File: src/rtl/keypad_pkg.sv
// keypad_pkg: shared types for the matrix keypad scanner.
// FSM states, frame results and code-width helper.
package keypad_pkg;

  typedef enum logic [1:0] {
    S_IDLE,
    S_DEBOUNCE,
    S_PRESSED,
    S_RELEASE
  } kp_state_t;

  typedef enum logic [1:0] {
    FR_NONE,
    FR_ONE,
    FR_MULTI
  } frame_res_t;

  function automatic int code_w(
    input int rows,
    input int cols
  );
    return (rows * cols > 1) ?
      $clog2(rows * cols) : 1;
  endfunction

endpackage

File: src/rtl/matrix_keypad_scan_if.sv
// matrix_keypad_scan_if: keypad pins and key event outputs.
// master is the scanner, slave is the keypad/consumer side.
interface matrix_keypad_scan_if #(
  parameter int ROWS   = 4,
  parameter int COLS   = 4,
  parameter int CODE_W = keypad_pkg::code_w(ROWS, COLS)
);

  logic [ROWS-1:0]   row_n;
  logic [COLS-1:0]   col_n;
  logic [CODE_W-1:0] key_code;
  logic              key_valid;
  logic              key_down;
  logic              multi_key;

  modport master (
    input  row_n,
    output col_n,
    output key_code,
    output key_valid,
    output key_down,
    output multi_key
  );

  modport slave (
    output row_n,
    input  col_n,
    input  key_code,
    input  key_valid,
    input  key_down,
    input  multi_key
  );

endinterface

File: src/rtl/keypad_frame_scan.sv
// keypad_frame_scan: row sync, slot timing, column drive and
// per-frame press accumulation.
module keypad_frame_scan
  import keypad_pkg::*;
#(
  parameter int ROWS     = 4,
  parameter int COLS     = 4,
  parameter int SCAN_DIV = 50000,
  parameter int CODE_W   = code_w(ROWS, COLS)
) (
  input  logic              clk,
  input  logic              rst,
  input  logic [ROWS-1:0]   row_n,
  output logic [COLS-1:0]   col_n,
  output logic              frame_done,
  output frame_res_t        frame_res,
  output logic [CODE_W-1:0] frame_code
);

  localparam int SW = $clog2(SCAN_DIV);
  localparam int CW = $clog2(COLS);

  logic [ROWS-1:0]   sync1;
  logic [ROWS-1:0]   sync2;
  logic [SW-1:0]     slot;
  logic [CW-1:0]     col;
  logic [COLS-1:0]   col_q;
  logic [1:0]        acc_cnt;
  logic [CODE_W-1:0] acc_code;
  logic [1:0]        col_cnt;
  logic [CODE_W-1:0] col_code;
  logic [2:0]        sum;
  logic [1:0]        tot_cnt;
  logic [CODE_W-1:0] tot_code;
  logic              slot_last;
  logic              col_last;

  assign slot_last = slot == SW'(SCAN_DIV - 1);
  assign col_last  = col == CW'(COLS - 1);
  assign col_n     = col_q;

  // Walk rows downward so the lowest pressed row wins the code.
  always_comb begin
    col_cnt  = '0;
    col_code = '0;
    for (int r = ROWS - 1; r >= 0; r--) begin
      if (!sync2[r]) begin
        col_code = CODE_W'(r * COLS + int'(col));
        if (col_cnt != 2'd2)
          col_cnt = col_cnt + 2'd1;
      end
    end
  end

  always_comb begin
    sum      = {1'b0, acc_cnt} + {1'b0, col_cnt};
    tot_cnt  = (sum >= 3'd2) ? 2'd2 : sum[1:0];
    tot_code = (acc_cnt != 2'd0) ? acc_code : col_code;
  end

  always_comb begin
    frame_done = slot_last && col_last;
    frame_code = tot_code;
    frame_res  = FR_NONE;
    unique case (1'b1)
      tot_cnt == 2'd0: frame_res = FR_NONE;
      tot_cnt == 2'd1: frame_res = FR_ONE;
      tot_cnt[1]:      frame_res = FR_MULTI;
    endcase
  end

  always_ff @(posedge clk or negedge rst) begin
    if (!rst) begin
      sync1    <= '1;
      sync2    <= '1;
      slot     <= '0;
      col      <= '0;
      col_q    <= ~COLS'(1);
      acc_cnt  <= '0;
      acc_code <= '0;
    end else begin
      sync1 <= row_n;
      sync2 <= sync1;
      if (slot_last) begin
        slot  <= '0;
        col   <= col_last ? '0 : col + CW'(1);
        col_q <= {col_q[COLS-2:0], col_q[COLS-1]};
        if (col_last) begin
          acc_cnt  <= '0;
          acc_code <= '0;
        end else begin
          acc_cnt  <= tot_cnt;
          acc_code <= tot_code;
        end
      end else begin
        slot <= slot + SW'(1);
      end
    end
  end

endmodule

File: src/rtl/matrix_keypad_scan.sv
// matrix_keypad_scan: debounced matrix keypad scanner with
// press strobe, held-key level and multi-key flag.
module matrix_keypad_scan
  import keypad_pkg::*;
#(
  parameter int ROWS     = 4,
  parameter int COLS     = 4,
  parameter int SCAN_DIV = 50000,
  parameter int DEBOUNCE = 3,
  parameter int CODE_W   = code_w(ROWS, COLS)
) (
  input logic                 clk,
  input logic                 rst,
  matrix_keypad_scan_if.master kp
);

  localparam int DW = $clog2(DEBOUNCE + 1);

  logic              frame_done;
  frame_res_t        frame_res;
  logic [CODE_W-1:0] frame_code;

  kp_state_t         state;
  kp_state_t         state_d;
  logic [DW-1:0]     cnt;
  logic [DW-1:0]     cnt_d;
  logic [DW-1:0]     cnt_inc;
  logic              cnt_hit;
  logic [CODE_W-1:0] cand;
  logic [CODE_W-1:0] cand_d;
  logic              accept;
  logic              release_k;

  logic [CODE_W-1:0] key_code;
  logic [CODE_W-1:0] key_code_d;
  logic              key_valid;
  logic              key_valid_d;
  logic              key_down;
  logic              key_down_d;
  logic              multi_key;
  logic              multi_key_d;

  keypad_frame_scan #(
    .ROWS     (ROWS),
    .COLS     (COLS),
    .SCAN_DIV (SCAN_DIV),
    .CODE_W   (CODE_W)
  ) u_scan (
    .clk        (clk),
    .rst        (rst),
    .row_n      (kp.row_n),
    .col_n      (kp.col_n),
    .frame_done (frame_done),
    .frame_res  (frame_res),
    .frame_code (frame_code)
  );

  assign kp.key_code  = key_code;
  assign kp.key_valid = key_valid;
  assign kp.key_down  = key_down;
  assign kp.multi_key = multi_key;

  // Saturating increment and "enough identical frames" test.
  always_comb begin
    cnt_inc = (int'(cnt) >= DEBOUNCE) ? cnt : cnt + DW'(1);
    cnt_hit = int'(cnt_inc) >= DEBOUNCE;
  end

  always_ff @(posedge clk or negedge rst) begin
    if (!rst) begin
      state <= S_IDLE;
      cnt   <= '0;
      cand  <= '0;
    end else begin
      state <= state_d;
      cnt   <= cnt_d;
      cand  <= cand_d;
    end
  end

  always_comb begin
    state_d   = state;
    cnt_d     = cnt;
    cand_d    = cand;
    accept    = 1'b0;
    release_k = 1'b0;
    if (frame_done) begin
      unique case (state)
        S_IDLE: begin
          cnt_d = '0;
          if (frame_res == FR_ONE) begin
            cand_d = frame_code;
            if (DEBOUNCE == 1) begin
              accept  = 1'b1;
              state_d = S_PRESSED;
            end else begin
              cnt_d   = DW'(1);
              state_d = S_DEBOUNCE;
            end
          end
        end
        S_DEBOUNCE: begin
          if (frame_res == FR_ONE && frame_code == cand) begin
            if (cnt_hit) begin
              accept  = 1'b1;
              cnt_d   = '0;
              state_d = S_PRESSED;
            end else begin
              cnt_d = cnt_inc;
            end
          end else begin
            cnt_d   = '0;
            state_d = S_IDLE;
          end
        end
        S_PRESSED: begin
          cnt_d = '0;
          if (frame_res == FR_NONE) begin
            if (DEBOUNCE == 1) begin
              release_k = 1'b1;
              state_d   = S_IDLE;
            end else begin
              cnt_d   = DW'(1);
              state_d = S_RELEASE;
            end
          end
        end
        S_RELEASE: begin
          if (frame_res == FR_NONE) begin
            if (cnt_hit) begin
              release_k = 1'b1;
              cnt_d     = '0;
              state_d   = S_IDLE;
            end else begin
              cnt_d = cnt_inc;
            end
          end else begin
            cnt_d   = '0;
            state_d = S_PRESSED;
          end
        end
        default: begin
          cnt_d   = '0;
          state_d = S_IDLE;
        end
      endcase
    end
  end

  always_comb begin
    key_valid_d = accept;
    key_code_d  = accept ? cand_d : key_code;
    key_down_d  = key_down;
    if (accept)
      key_down_d = 1'b1;
    else if (release_k)
      key_down_d = 1'b0;
    multi_key_d = frame_done ?
      (frame_res == FR_MULTI) : multi_key;
  end

  always_ff @(posedge clk or negedge rst) begin
    if (!rst) begin
      key_code  <= '0;
      key_valid <= 1'b0;
      key_down  <= 1'b0;
      multi_key <= 1'b0;
    end else begin
      key_code  <= key_code_d;
      key_valid <= key_valid_d;
      key_down  <= key_down_d;
      multi_key <= multi_key_d;
    end
  end

endmodule

File: src/flat_wrapper.sv
// flat-port wrapper written by rule: the top's interface ports become plain ports
module matrix_keypad_scan_flat import keypad_pkg::*;
#(
  parameter int ROWS     = 4,
  parameter int COLS     = 4,
  parameter int SCAN_DIV = 50000,
  parameter int DEBOUNCE = 3,
  parameter int CODE_W   = code_w(ROWS, COLS)
)
  (clk, rst, kp_row_n, kp_col_n, kp_key_code, kp_key_valid, kp_key_down, kp_multi_key);
  matrix_keypad_scan_if #(.ROWS(ROWS), .COLS(COLS), .CODE_W(CODE_W)) kp_i ();
  input logic clk;
  input logic rst;
  input wire logic [$bits(kp_i.row_n)-1:0] kp_row_n;
  output wire logic [$bits(kp_i.col_n)-1:0] kp_col_n;
  output wire logic [$bits(kp_i.key_code)-1:0] kp_key_code;
  output wire logic [$bits(kp_i.key_valid)-1:0] kp_key_valid;
  output wire logic [$bits(kp_i.key_down)-1:0] kp_key_down;
  output wire logic [$bits(kp_i.multi_key)-1:0] kp_multi_key;
  assign kp_i.row_n = kp_row_n;
  assign kp_col_n = kp_i.col_n;
  assign kp_key_code = kp_i.key_code;
  assign kp_key_valid = kp_i.key_valid;
  assign kp_key_down = kp_i.key_down;
  assign kp_multi_key = kp_i.multi_key;
  matrix_keypad_scan #(.ROWS(ROWS), .COLS(COLS), .SCAN_DIV(SCAN_DIV), .DEBOUNCE(DEBOUNCE), .CODE_W(CODE_W)) u_core (.clk(clk), .rst(rst), .kp(kp_i));
endmodule
File: config.mk
export PLATFORM = sky130hd
export DESIGN_NAME = matrix_keypad_scan_flat
export DESIGN_NICKNAME = d
export VERILOG_FILES = /design/src/rtl/keypad_pkg.sv /design/src/rtl/matrix_keypad_scan_if.sv /design/src/rtl/keypad_frame_scan.sv /design/src/rtl/matrix_keypad_scan.sv /design/src/flat_wrapper.sv
export SDC_FILE = /design/constraint.sdc
export NUM_CORES = 1
export LEC_CHECK = 0
export BUFFER_PORTS_ARGS = -buffer_cell sky130_fd_sc_hd__buf_2
export CORE_MARGIN = 2
export CORE_UTILIZATION = 45
export CTS_CLUSTER_SIZE = 8
export DETAILED_ROUTE_END_ITERATION = 10
export PLACE_DENSITY_LB_ADDON = 0.25
export SETUP_SLACK_MARGIN = 0.3
export SYNTH_ARGS = -nofsm -noshare
export SYNTH_HDL_FRONTEND = slang
export SYNTH_HIERARCHICAL = 1
export SYNTH_SLANG_ARGS = --single-unit
File: constraint.sdc
create_clock -name clk -period 4.6 [get_ports clk]
set_input_delay 0.46 -clock clk [delete_from_list [all_inputs] [get_ports clk]]
set_output_delay 0.46 -clock clk [all_outputs]
set_load 0.1 [all_outputs]
After elaboration in Yosys (flattened, before gate mapping)
Cells that the tools add are included.
{"block": "totals", "reg_bits": 51, "latch_bits": 0, "mem_bits_rw": 0, "mem_bits_ro": 0, "output_inout_bits": 11, "wordCells": 95, "n_memories": 0}
{"block": "op_classes", "add_sub_neg": 10, "mul": 0, "n_div": 0, "order_cmp": 3, "eq_ne": 16, "n_shift": 0, "mux": 44, "bitwise": 0, "reduce_logical": 8}
{"op": "2-bit two-way mux", "count": 19}
{"op": "4-bit two-way mux", "count": 9}
{"op": "16-bit by 1-bit adder with 16-bit output, second input constant", "count": 1}
{"op": "16-bit equality test, second input constant", "count": 1}
{"op": "16-bit two-way mux", "count": 1}
{"op": "2-bit one-hot mux with 4 select lines", "count": 2}
{"op": "1-bit two-way mux", "count": 12}
{"op": "2-bit by 1-bit adder with 2-bit output, second input constant", "count": 5}
{"op": "4-bit by 2-bit adder with 4-bit output, first input constant", "count": 2}
{"op": "2-bit equality test, second input constant", "count": 4}
{"op": "2-bit by 1-bit equality test with 1-bit output, second input constant", "count": 3}
{"op": "2-bit logical NOT", "count": 3}
{"op": "2-bit != test, second input constant", "count": 3}
{"op": "3-bit by 2-bit != test with 1-bit output, second input constant", "count": 2}
{"op": "2-bit one-hot mux with 3 select lines", "count": 1}
{"op": "5-bit AND reduction", "count": 1}
{"op": "3-bit by 2-bit adder with 4-bit output, first input constant", "count": 1}
{"op": "4-bit equality test", "count": 1}
{"op": "2-bit greater-or-equal comparator, second input constant", "count": 2}
{"op": "2-bit by 1-bit != test with 1-bit output, second input constant", "count": 2}
{"op": "2-bit nonzero test", "count": 2}
{"op": "2-bit by 2-bit adder with 3-bit output", "count": 1}
{"op": "3-bit by 2-bit greater-or-equal comparator with 1-bit output, second input constant", "count": 1}
{"op": "1-bit logical AND", "count": 2}

Logic depth before layout (Yosys ltp)
Gate-level depths: netlist (run 1).
{"block": "logic_depth", "depth_word": 21, "depth_mapped": 17, "ltp_nobuf": 16}

Cells and area by module
Netlist (run 1), hierarchy kept.
{"module": "keypad_frame_scan", "n_inst": 1, "cells_each": 162, "area_per_inst_um2": 1745.4, "seq_area_each_um2": 914.6}
{"module": "matrix_keypad_scan", "n_inst": 1, "cells_each": 62, "area_per_inst_um2": 734.5, "seq_area_each_um2": 375.4}

Least setup slack after synthesis (run 1)
Ideal clock, no wire load.
{"block": "synth_timing", "path_kind": "reg2reg", "start": "register u_core.u_scan.sync2[2]", "end": "register u_core.key_code[0], in the netlist u_core/kp.key_code[0]", "arrival_time_ns": 3.193, "required_ns": 4.474, "setup_slack_ns": 1.281, "stages_incl_launch_ff": 18, "period_less_slack_ns": 3.319, "cell_sequence": "dfstp_2 > inv_1 > ha_1 > mux2i_1 > ha_1 > nor2_1 > a21oi_1 > ha_1 > inv_1 > fa_1 > nand3_1 > inv_1 > nor2b_4 > nand4_1 > nor2_1 > and3_1 > buf_6 > mux2_4"}
{"block": "synth_between", "elab_chain_len": 17, "elab_cells_between_ends": 28, "cone_classes": "add/sub: 3; order compare: 1; eq/ne: 5; mux: 17; reduce/logical: 2"}
{"item": "start: declaration", "line": "keypad_frame_scan.sv:24", "rtl": "logic [ROWS-1:0] sync2;"}
{"item": "start signal: assignment", "line": "keypad_frame_scan.sv:83", "rtl": "sync2 <= sync1;"}
{"item": "2-bit two-way mux (*)", "line": "keypad_frame_scan.sv:47", "rtl": "if (!sync2[r]) begin"}
{"item": "2-bit by 1-bit adder with 2-bit output / 2-bit != test (equally long branches)", "line": "keypad_frame_scan.sv:50, keypad_frame_scan.sv:49"}
{"item": "2-bit two-way mux", "line": "keypad_frame_scan.sv:49", "rtl": "if (col_cnt != 2'd2)"}
{"item": "2-bit two-way mux (*)", "line": "keypad_frame_scan.sv:47"}
{"item": "2-bit by 1-bit adder with 2-bit output / 2-bit != test (equally long branches)", "line": "keypad_frame_scan.sv:50, keypad_frame_scan.sv:49"}
{"item": "2-bit two-way mux", "line": "keypad_frame_scan.sv:49"}
{"item": "2-bit two-way mux (*)", "line": "keypad_frame_scan.sv:47"}
{"item": "2-bit by 2-bit adder with 3-bit output (*)", "line": "keypad_frame_scan.sv:56", "rtl": "sum = {1'b0, acc_cnt} + {1'b0, col_cnt};"}
{"item": "[3 not listed]"}
{"item": "2-bit one-hot mux with 3 select lines (*)", "line": "keypad_frame_scan.sv:65", "rtl": "unique case (1'b1)"}
{"item": "named net u_core.frame_res[0]", "line": "matrix_keypad_scan.sv:20", "rtl": "frame_res_t frame_res;"}
{"item": "2-bit by 1-bit equality test with 1-bit output (*)", "line": "matrix_keypad_scan.sv:103", "rtl": "if (frame_res == FR_ONE && frame_code == cand) begin"}
{"item": "1-bit logical AND (*)", "line": "matrix_keypad_scan.sv:103"}
{"item": "1-bit two-way mux (*)", "line": "matrix_keypad_scan.sv:103"}
{"item": "1-bit two-way mux (*)", "line": "matrix_keypad_scan.sv:88", "rtl": "unique case (state)"}
{"item": "1-bit two-way mux (*)", "line": "matrix_keypad_scan.sv:87", "rtl": "if (frame_done) begin"}
{"item": "named net u_core.accept", "line": "matrix_keypad_scan.sv:31", "rtl": "logic accept;"}
{"item": "end signal: assignment", "line": "matrix_keypad_scan.sv:169", "rtl": "key_code <= key_code_d;"}
{"item": "end: declaration", "line": "matrix_keypad_scan.sv:34", "rtl": "logic [CODE_W-1:0] key_code;"}
Mark *: on every way through the listed nets, which the timed path passes. The rest lies on a longest branch.
A chain may end at the register's enable or synchronous reset.

Worst setup path after layout (run 1)
{"block": "layout_timing", "start": "register u_core.u_scan.sync2[2]", "end": "register u_core.key_code[3], in the netlist u_core/kp.key_code[3]"}
{"block": "layout_between", "elab_chain_len": 17, "elab_cells_between_ends": 28, "cone_classes": "add/sub: 3; order compare: 1; eq/ne: 5; mux: 17; reduce/logical: 2"}
{"item": "2-bit two-way mux (*)", "line": "keypad_frame_scan.sv:47"}
{"item": "2-bit by 1-bit adder with 2-bit output / 2-bit != test (equally long branches)", "line": "keypad_frame_scan.sv:50, keypad_frame_scan.sv:49"}
{"item": "2-bit two-way mux", "line": "keypad_frame_scan.sv:49"}
{"item": "2-bit two-way mux (*)", "line": "keypad_frame_scan.sv:47"}
{"item": "2-bit by 1-bit adder with 2-bit output / 2-bit != test (equally long branches)", "line": "keypad_frame_scan.sv:50, keypad_frame_scan.sv:49"}
{"item": "2-bit two-way mux", "line": "keypad_frame_scan.sv:49"}
{"item": "2-bit two-way mux (*)", "line": "keypad_frame_scan.sv:47"}
{"item": "2-bit by 2-bit adder with 3-bit output (*)", "line": "keypad_frame_scan.sv:56"}
{"item": "[2 not listed]"}
{"item": "2-bit by 1-bit equality test with 1-bit output / 2-bit logical NOT (equally long branches)", "line": "keypad_frame_scan.sv:67, keypad_frame_scan.sv:66"}
{"item": "2-bit one-hot mux with 3 select lines (*)", "line": "keypad_frame_scan.sv:65"}
{"item": "named net u_core.frame_res[0]", "line": "matrix_keypad_scan.sv:20"}
{"item": "2-bit by 1-bit equality test with 1-bit output (*)", "line": "matrix_keypad_scan.sv:91, matrix_keypad_scan.sv:103"}
{"item": "1-bit logical AND", "line": "matrix_keypad_scan.sv:103"}
{"item": "1-bit two-way mux", "line": "matrix_keypad_scan.sv:103"}
{"item": "1-bit two-way mux", "line": "matrix_keypad_scan.sv:88"}
{"item": "1-bit two-way mux", "line": "matrix_keypad_scan.sv:87"}
Marks and branches as above.

==> impl_metrics.json, run 1 <==
{
  "yosysSeqAreaShare_pct": 52.0,
  "worstReg2RegStart": "u_core/u_scan/sync2[2]",
  "synth_cell_types": 48,
  "h-tree-depth": 2,
  "async_flop_share_pct": 100,
  "ir_worst_vdd_mv": 0.125,
  "power-per-cell-area_nw_per_um2": 277,
  "drt_iter0_markers": 46,
  "finalClockSkew_ns": 0.00982,
  "postSynthCellCount": 224,
  "max_slew_margin_pct": 55.3,
  "status": "completed",
  "num_antenna_cells": 0,
  "die_w_um": 78.2,
  "worst_path_max_delay_cell": "dfstp_2",
  "grt_pass1_wl_um": 7760,
  "dr.max_layer_used": "met4",
  "drc": 0,
  "cts_hold_repair.buffers": 0,
  "cts-root-buf": "clkbuf_8",
  "syn_area_per_cell_sq_um": 11.1,
  "syn_nets": 239,
  "final_cell_area_sq_um": 2700,
  "p_clk_share_pct": 34.0,
  "routed-wl-met3_um": 132,
  "cpPeakStageDelay_ns": 0.59,
  "initial_core_util_pct": 45.9,
  "final_layout_size_suffix_gt1_share_pct": 21.8,
  "power_switching_share_pct": 23.3,
  "tns_ns": 0,
  "layout_common_cells": "dfrtp_1, nand2_1, nor2_1",
  "crit_fanout": 7,
  "routed_via_density": 5.05,
  "whs_ns": 0.255,
  "ant_nets": 0,
  "gp_congestion": 0.756,
  "final_nets": 257,
  "setup.worst_path.start_class": "register",
  "p_int_uw": 572,
  "cp-endpoint": "u_core/kp.key_code[3]",
  "yosysWarnings": 6,
  "dieArea_sq_um": 6120,
  "antenna_found_initial": 0,
  "port-buffer-count": 16,
  "drv_slew": 0,
  "grt_overflow": 0,
  "fillers": 534,
  "die_h_um": 78.2,
  "synth_enable_flop_cells": 0,
  "synth_area_sq_um": 2480,
  "cts_tree": "yes",
  "p_sw_uw": 174,
  "seqPwrFrac_pct": 61.4,
  "grt_pass1_vias": 1602,
  "dr.pass1.iters": 4,
  "post_dp_cell_area_sq_um": 2610,
  "worstSetupPathType": "register to register",
  "crit_required_ns": 4.80,
  "wl_met1_um": 2070,
  "finalCritPeriodShare_pct": 80.6,
  "vias": 1591,
  "syn_to_final_growth_pct": 8.78,
  "post-cts-setup-buffers": 0,
  "rrSetupSlack_ns": 0.89,
  "rsz0062_at_grt": "false",
  "ys_seq_elements": 51,
  "rr_worst_depth": 16,
  "p_comb_share_pct": 4.6,
  "grt_use_total_pct": 16.2,
  "crit_start": "u_core/u_scan/sync2[2]",
  "tightest_slew_ns": 0.668,
  "routed_wl_um": 4240,
  "cts.sink_count": 51,
  "r2r_end": "u_core/kp.key_code[3]",
  "arrival_ns": 3.90,
  "place_hpwl_um": 2930,
  "maxCapViolations": 0,
  "period_minus_slack_ns": 3.71,
  "core_area_sq_um": 5410,
  "cts_buffers": 5,
  "setup_viol": 0,
  "clock_latency_ns": 0.30,
  "synth-main-ff-cell": "dfrtp_1",
  "ctsResizeCount": 0,
  "met2WireLength_um": 2000,
  "placementRows": 27,
  "hold_class": "primary input to register",
  "ios": 17,
  "grt_max_degree": 52,
  "hold_violations": 0,
  "max_freq_mhz": 270,
  "path_cells": "inv_1 -> ha_1 -> mux2i_1 -> ha_1 -> nor2_1 -> a21oi_1 -> ha_1 -> inv_1 -> fa_1 -> nand3_1 -> inv_1 -> nor2b_4 -> nand4_1 -> nor2_1 -> and3_1 -> mux2_4",
  "mostFrequentLayoutCell": "dfrtp_1",
  "clockBufferDepth": 2,
  "end_kind": "register",
  "p_leak_nw": 1.25,
  "routedWlPerCell_um": 13.5,
  "clk_pin_slew_ns": 0.10
}
state kept, by name (all words and copies together) (netlist names):
signal / count
u_core/kp.multi_key: 1
u_core/kp.key_down: 1
u_core/state: 2
u_core/u_scan/acc_cnt: 2
u_core/u_scan/acc_code: 4
u_core/u_scan/col_n: 4
u_core/kp.key_code: 4
u_core/u_scan/sync1: 4
u_core/kp.key_valid: 1
u_core/u_scan/col: 2
u_core/cnt: 2
u_core/u_scan/sync2: 4
u_core/u_scan/slot: 16
u_core/cand: 4
how the worst min path moves through the flow:
stage,slack (ns),to,from,depth (start not counted)
finish,0.26,u_core/u_scan/sync1[1],kp_row_n[1],1
global route,0.23,u_core/u_scan/sync1[2],kp_row_n[2],1
CTS,0.24,u_core/u_scan/sync1[0],kp_row_n[0],1
detailed placement,0.35,u_core/u_scan/sync2[0],u_core/u_scan/sync1[0],0
global placement,0.35,u_core/u_scan/sync2[0],u_core/u_scan/sync1[0],0
floorplan,0.16,u_core/cand[0],rst,0
power groups by stage:
stage	registers (mW)	clock network [mW]	logic, mW
global placement	0.467	0	0.0345
global route	0.459	0.281	0.0412
detailed placement	0.467	0	0.0353
finish	0.458	0.254	0.0344
CTS	0.459	0.264	0.0354
floorplan	0.466	0	0.0192
Yosys cell counts (4+ instances only):
cell | number | share of area [%]
dfrtp_1 | 40 | 40
nand2_1 | 28 | 4.2
nor2_1 | 17 | 2.6
inv_1 | 12 | 1.8
dfstp_2 | 11 | 12
nand3_1 | 11 | 2.2
xnor2_1 | 11 | 3.9
ha_1 | 8 | 4.0
o21ai_0 | 7 | 1.4
xor2_1 | 7 | 2.5
a21oi_1 | 6 | 1.2
nand4_1 | 6 | 1.5
mux2_2 | 4 | 1.8
mux2_4 | 4 | 2.4
layout make-up:
cell class	instances	area (sq um)	share of cell area (%)
Tap cell	72	90.1	3.34
Clock buffer	5	68.8	2.55
Inverter	12	45.0	1.67
Sequential cell	51	1290	47.8
Clock inverter	3	20.0	0.742
Multi-Input combinational cell	155	1100	40.6
Timing Repair Buffer	17	87.6	3.25
cell families (layout without fill, tap and decap cells):
group	after synthesis	count (layout)	share of synthesized area, %
AOI/OAI and AO/OA	32	32	8.98
xor gates and xnor gates	18	18	6.36
adders and majority gates	9	9	4.84
buffers and inverters	18	37	3.78
DFF	51	51	52.0
muxes	9	9	4.64
and+or+nand+nor	87	87	19.4
stage by stage:
stage	setup WS, ns	power (mW)	util, %	instances
after floorplan	1.28	0.485	-	224
after global placement	1.04	0.501	48.3	307
after detailed placement	0.884	0.502	48.3	307
after CTS	0.875	0.758	49.9	315
after global routing	0.504	0.781	49.9	315
final	0.893	0.746	49.9	315
routing by layer:
layer	global-route usage, %	vias to the layer above
li1	-	812
met2	24.6	22
met1	23.1	755
met5	0	-
met3	3.79	2
met4	5.26	0
worst max-delay path: cells and delay by family, from the launching register on:
family | cells | cell delay, ns
fa+ha+maj | 4 | 1.14
simple gates | 6 | 0.97
flops | 1 | 0.59
mux | 2 | 0.53
buf+inv | 3 | 0.27
compound gates | 1 | 0.12
(Power assumes the default switching activity.)
==> run 2: changes to the inputs <==
==> constraint.sdc (replaced) <==
create_clock -name clk -period 3.5 [get_ports clk]
set_input_delay 0.35 -clock clk [delete_from_list [all_inputs] [get_ports clk]]
set_output_delay 0.35 -clock clk [all_outputs]
set_load 0.1 [all_outputs]
==> impl_metrics.json, run 2 (synthesis results as in run 1) <==
{
  "worst_path_max_delay_cell": "dfstp_2",
  "crit_fanout": 4,
  "routed_wl_um": 4770,
  "grt_pass1_vias": 1805,
  "gp_congestion": 0.766,
  "num_antenna_cells": 0,
  "cts_tree": "yes",
  "antenna_found_initial": 0,
  "end_kind": "register",
  "core_area_sq_um": 5410,
  "die_w_um": 78.2,
  "hold_class": "primary input to async pin",
  "ant_nets": 0,
  "ff_latch_area_sq_um": 1290,
  "drt_iter0_markers": 76,
  "cp_num_buf_inv": 14,
  "whs_ns": 0.0872,
  "p_sw_uw": 230,
  "fillers": 483,
  "finalClockSkew_ns": 0.00619,
  "regMostFlops": "u_core/u_scan/slot",
  "critPathTopFamily": "buffers and inverters",
  "cp_common_cell": "buf_4",
  "routed_via_density": 5.12,
  "drv_slew": 0,
  "ios": 17,
  "setup.worst_path.start_class": "register",
  "place_hpwl_um": 3000,
  "power-per-cell-area_nw_per_um2": 346,
  "largest_reg_flops": 16,
  "grt_pass1_wl_um": 8170,
  "maxCapViolations": 0,
  "period_minus_slack_ns": 3.31,
  "setup_viol": 0,
  "drc": 0,
  "tightest_slew_ns": 0.689,
  "fin_ws_ns": 0.187,
  "cts.sink_count": 51,
  "rsz0062_at_grt": "true",
  "path_cells": "inv_2 -> buf_4 -> buf_4 -> buf_4 -> buf_4 -> buf_4 -> buf_4 -> buf_4 -> buf_4 -> buf_4 -> ha_1 -> o21ai_1 -> o21ai_2 -> xnor2_1 -> nand3_1 -> nor2_2 -> buf_4 -> buf_4 -> buf_4 -> buf_4 -> a21oi_1 -> a21oi_1",
  "clockBufferDepth": 2,
  "final_layout_size_suffix_gt1_share_pct": 35.0,
  "arrival_ns": 3.50,
  "clock_latency_ns": 0.30,
  "initial_core_util_pct": 45.9,
  "final_nets": 280,
  "crit_required_ns": 3.69,
  "seqPwrFrac_pct": 59.0,
  "status": "completed",
  "p_int_uw": 792,
  "layout_common_cells": "dfrtp_1, nand2_1, buf_4",
  "grt_overflow": 0,
  "multi_input_area_sq_um": 1170,
  "grt_use_total_pct": 17.1,
  "cpPeakStageDelay_ns": 0.58,
  "max_slew_margin_pct": 54.1,
  "p_clk_share_pct": 33.6,
  "max_freq_mhz": 302,
  "worstSetupPathType": "register to register",
  "cts_buffers": 5,
  "p_leak_nw": 1.37,
  "vias": 1732,
  "syn_to_final_growth_pct": 18.9,
  "ir_worst_vdd_mv": 0.220,
  "cts_hold_repair.buffers": 0,
  "placementRows": 27,
  "power_switching_share_pct": 22.5,
  "dpl_worst_slack_ns": -0.0666,
  "grt_max_degree": 31,
  "finalCritPeriodShare_pct": 94.7,
  "fin_util_pct": 54.6,
  "die_h_um": 78.2,
  "p_comb_share_pct": 7.4,
  "rr_worst_depth": 22,
  "hold_violations": 0,
  "h-tree-depth": 2,
  "cp.depth": 22,
  "clk_pin_slew_ns": 0.09,
  "routedWlPerCell_um": 14.1,
  "tns_ns": 0,
  "mostFrequentLayoutCell": "dfrtp_1",
  "dr.pass1.iters": 4,
  "cts-root-buf": "clkbuf_8",
  "dieArea_sq_um": 6120,
  "port-buffer-count": 16
}
run 2: cell type report:
| type | count | share of cell area [%] |
|---|---|---|
| flip-flops and latches | 51 | 43.7 |
| clock inverters | 2 | 0.382 |
| well taps | 72 | 3.05 |
| repair buffers | 40 | 8.82 |
| clock buffers | 6 | 2.80 |
| multi-input cells | 155 | 39.7 |
| inverters | 12 | 1.53 |
run 2: path summary, 6_finish.rpt:
path	startpoint	end	slack, ns
worst max register to register	u_core/u_scan/sync2[3]	u_core/cnt[0]	0.19
min in group clk	kp_row_n[0]	u_core/u_scan/sync1[0]	0.15
max in group asynchronous	rst	u_core/u_scan/sync2[3]	2.61
worst min register to register	u_core/u_scan/sync1[3]	u_core/u_scan/sync2[3]	0.36
worst max-delay path	u_core/u_scan/sync2[3]	u_core/cnt[0]	0.19
worst min-delay path	rst	u_core/u_scan/acc_cnt[0]	0.09
run 2: metrics by stage:
| step | power (mW) | area (sq um) | instances |
|---|---|---|---|
| after global placement | 0.665 | 2640 | 311 |
| final | 1.02 | 2950 | 338 |
| after CTS | 1.04 | 2900 | 337 |
| after detailed placement | 0.665 | 2640 | 311 |
| after global routing | 1.07 | 2950 | 338 |
| after floorplan | 0.638 | 2480 | 224 |
run 2: what timing repair did:
action | 4_1_cts | 5_1_grt
pin swaps | 2 | 4
buffers inserted | 18 | 1
gates cloned | 0 | 0
resized for setup | 12 | 9
setup endpoints to repair | 8 | 9
run 2: power groups by stage:
stage	logic, mW	registers (mW)	clock network (mW)
floorplan	0.0256	0.612	0
global placement	0.0512	0.613	0
detailed placement	0.0522	0.613	0
CTS	0.0696	0.602	0.364
global route	0.0847	0.604	0.384
finish	0.0754	0.603	0.343
run 2: layer usage:
metal | part of all wire (%) | track usage, %
met1 | 46 | 21.9
met2 | 49 | 28.7
met3 | 2.5 | 3.68
met4 | 1.8 | 6.32
met5 | 0 | 0
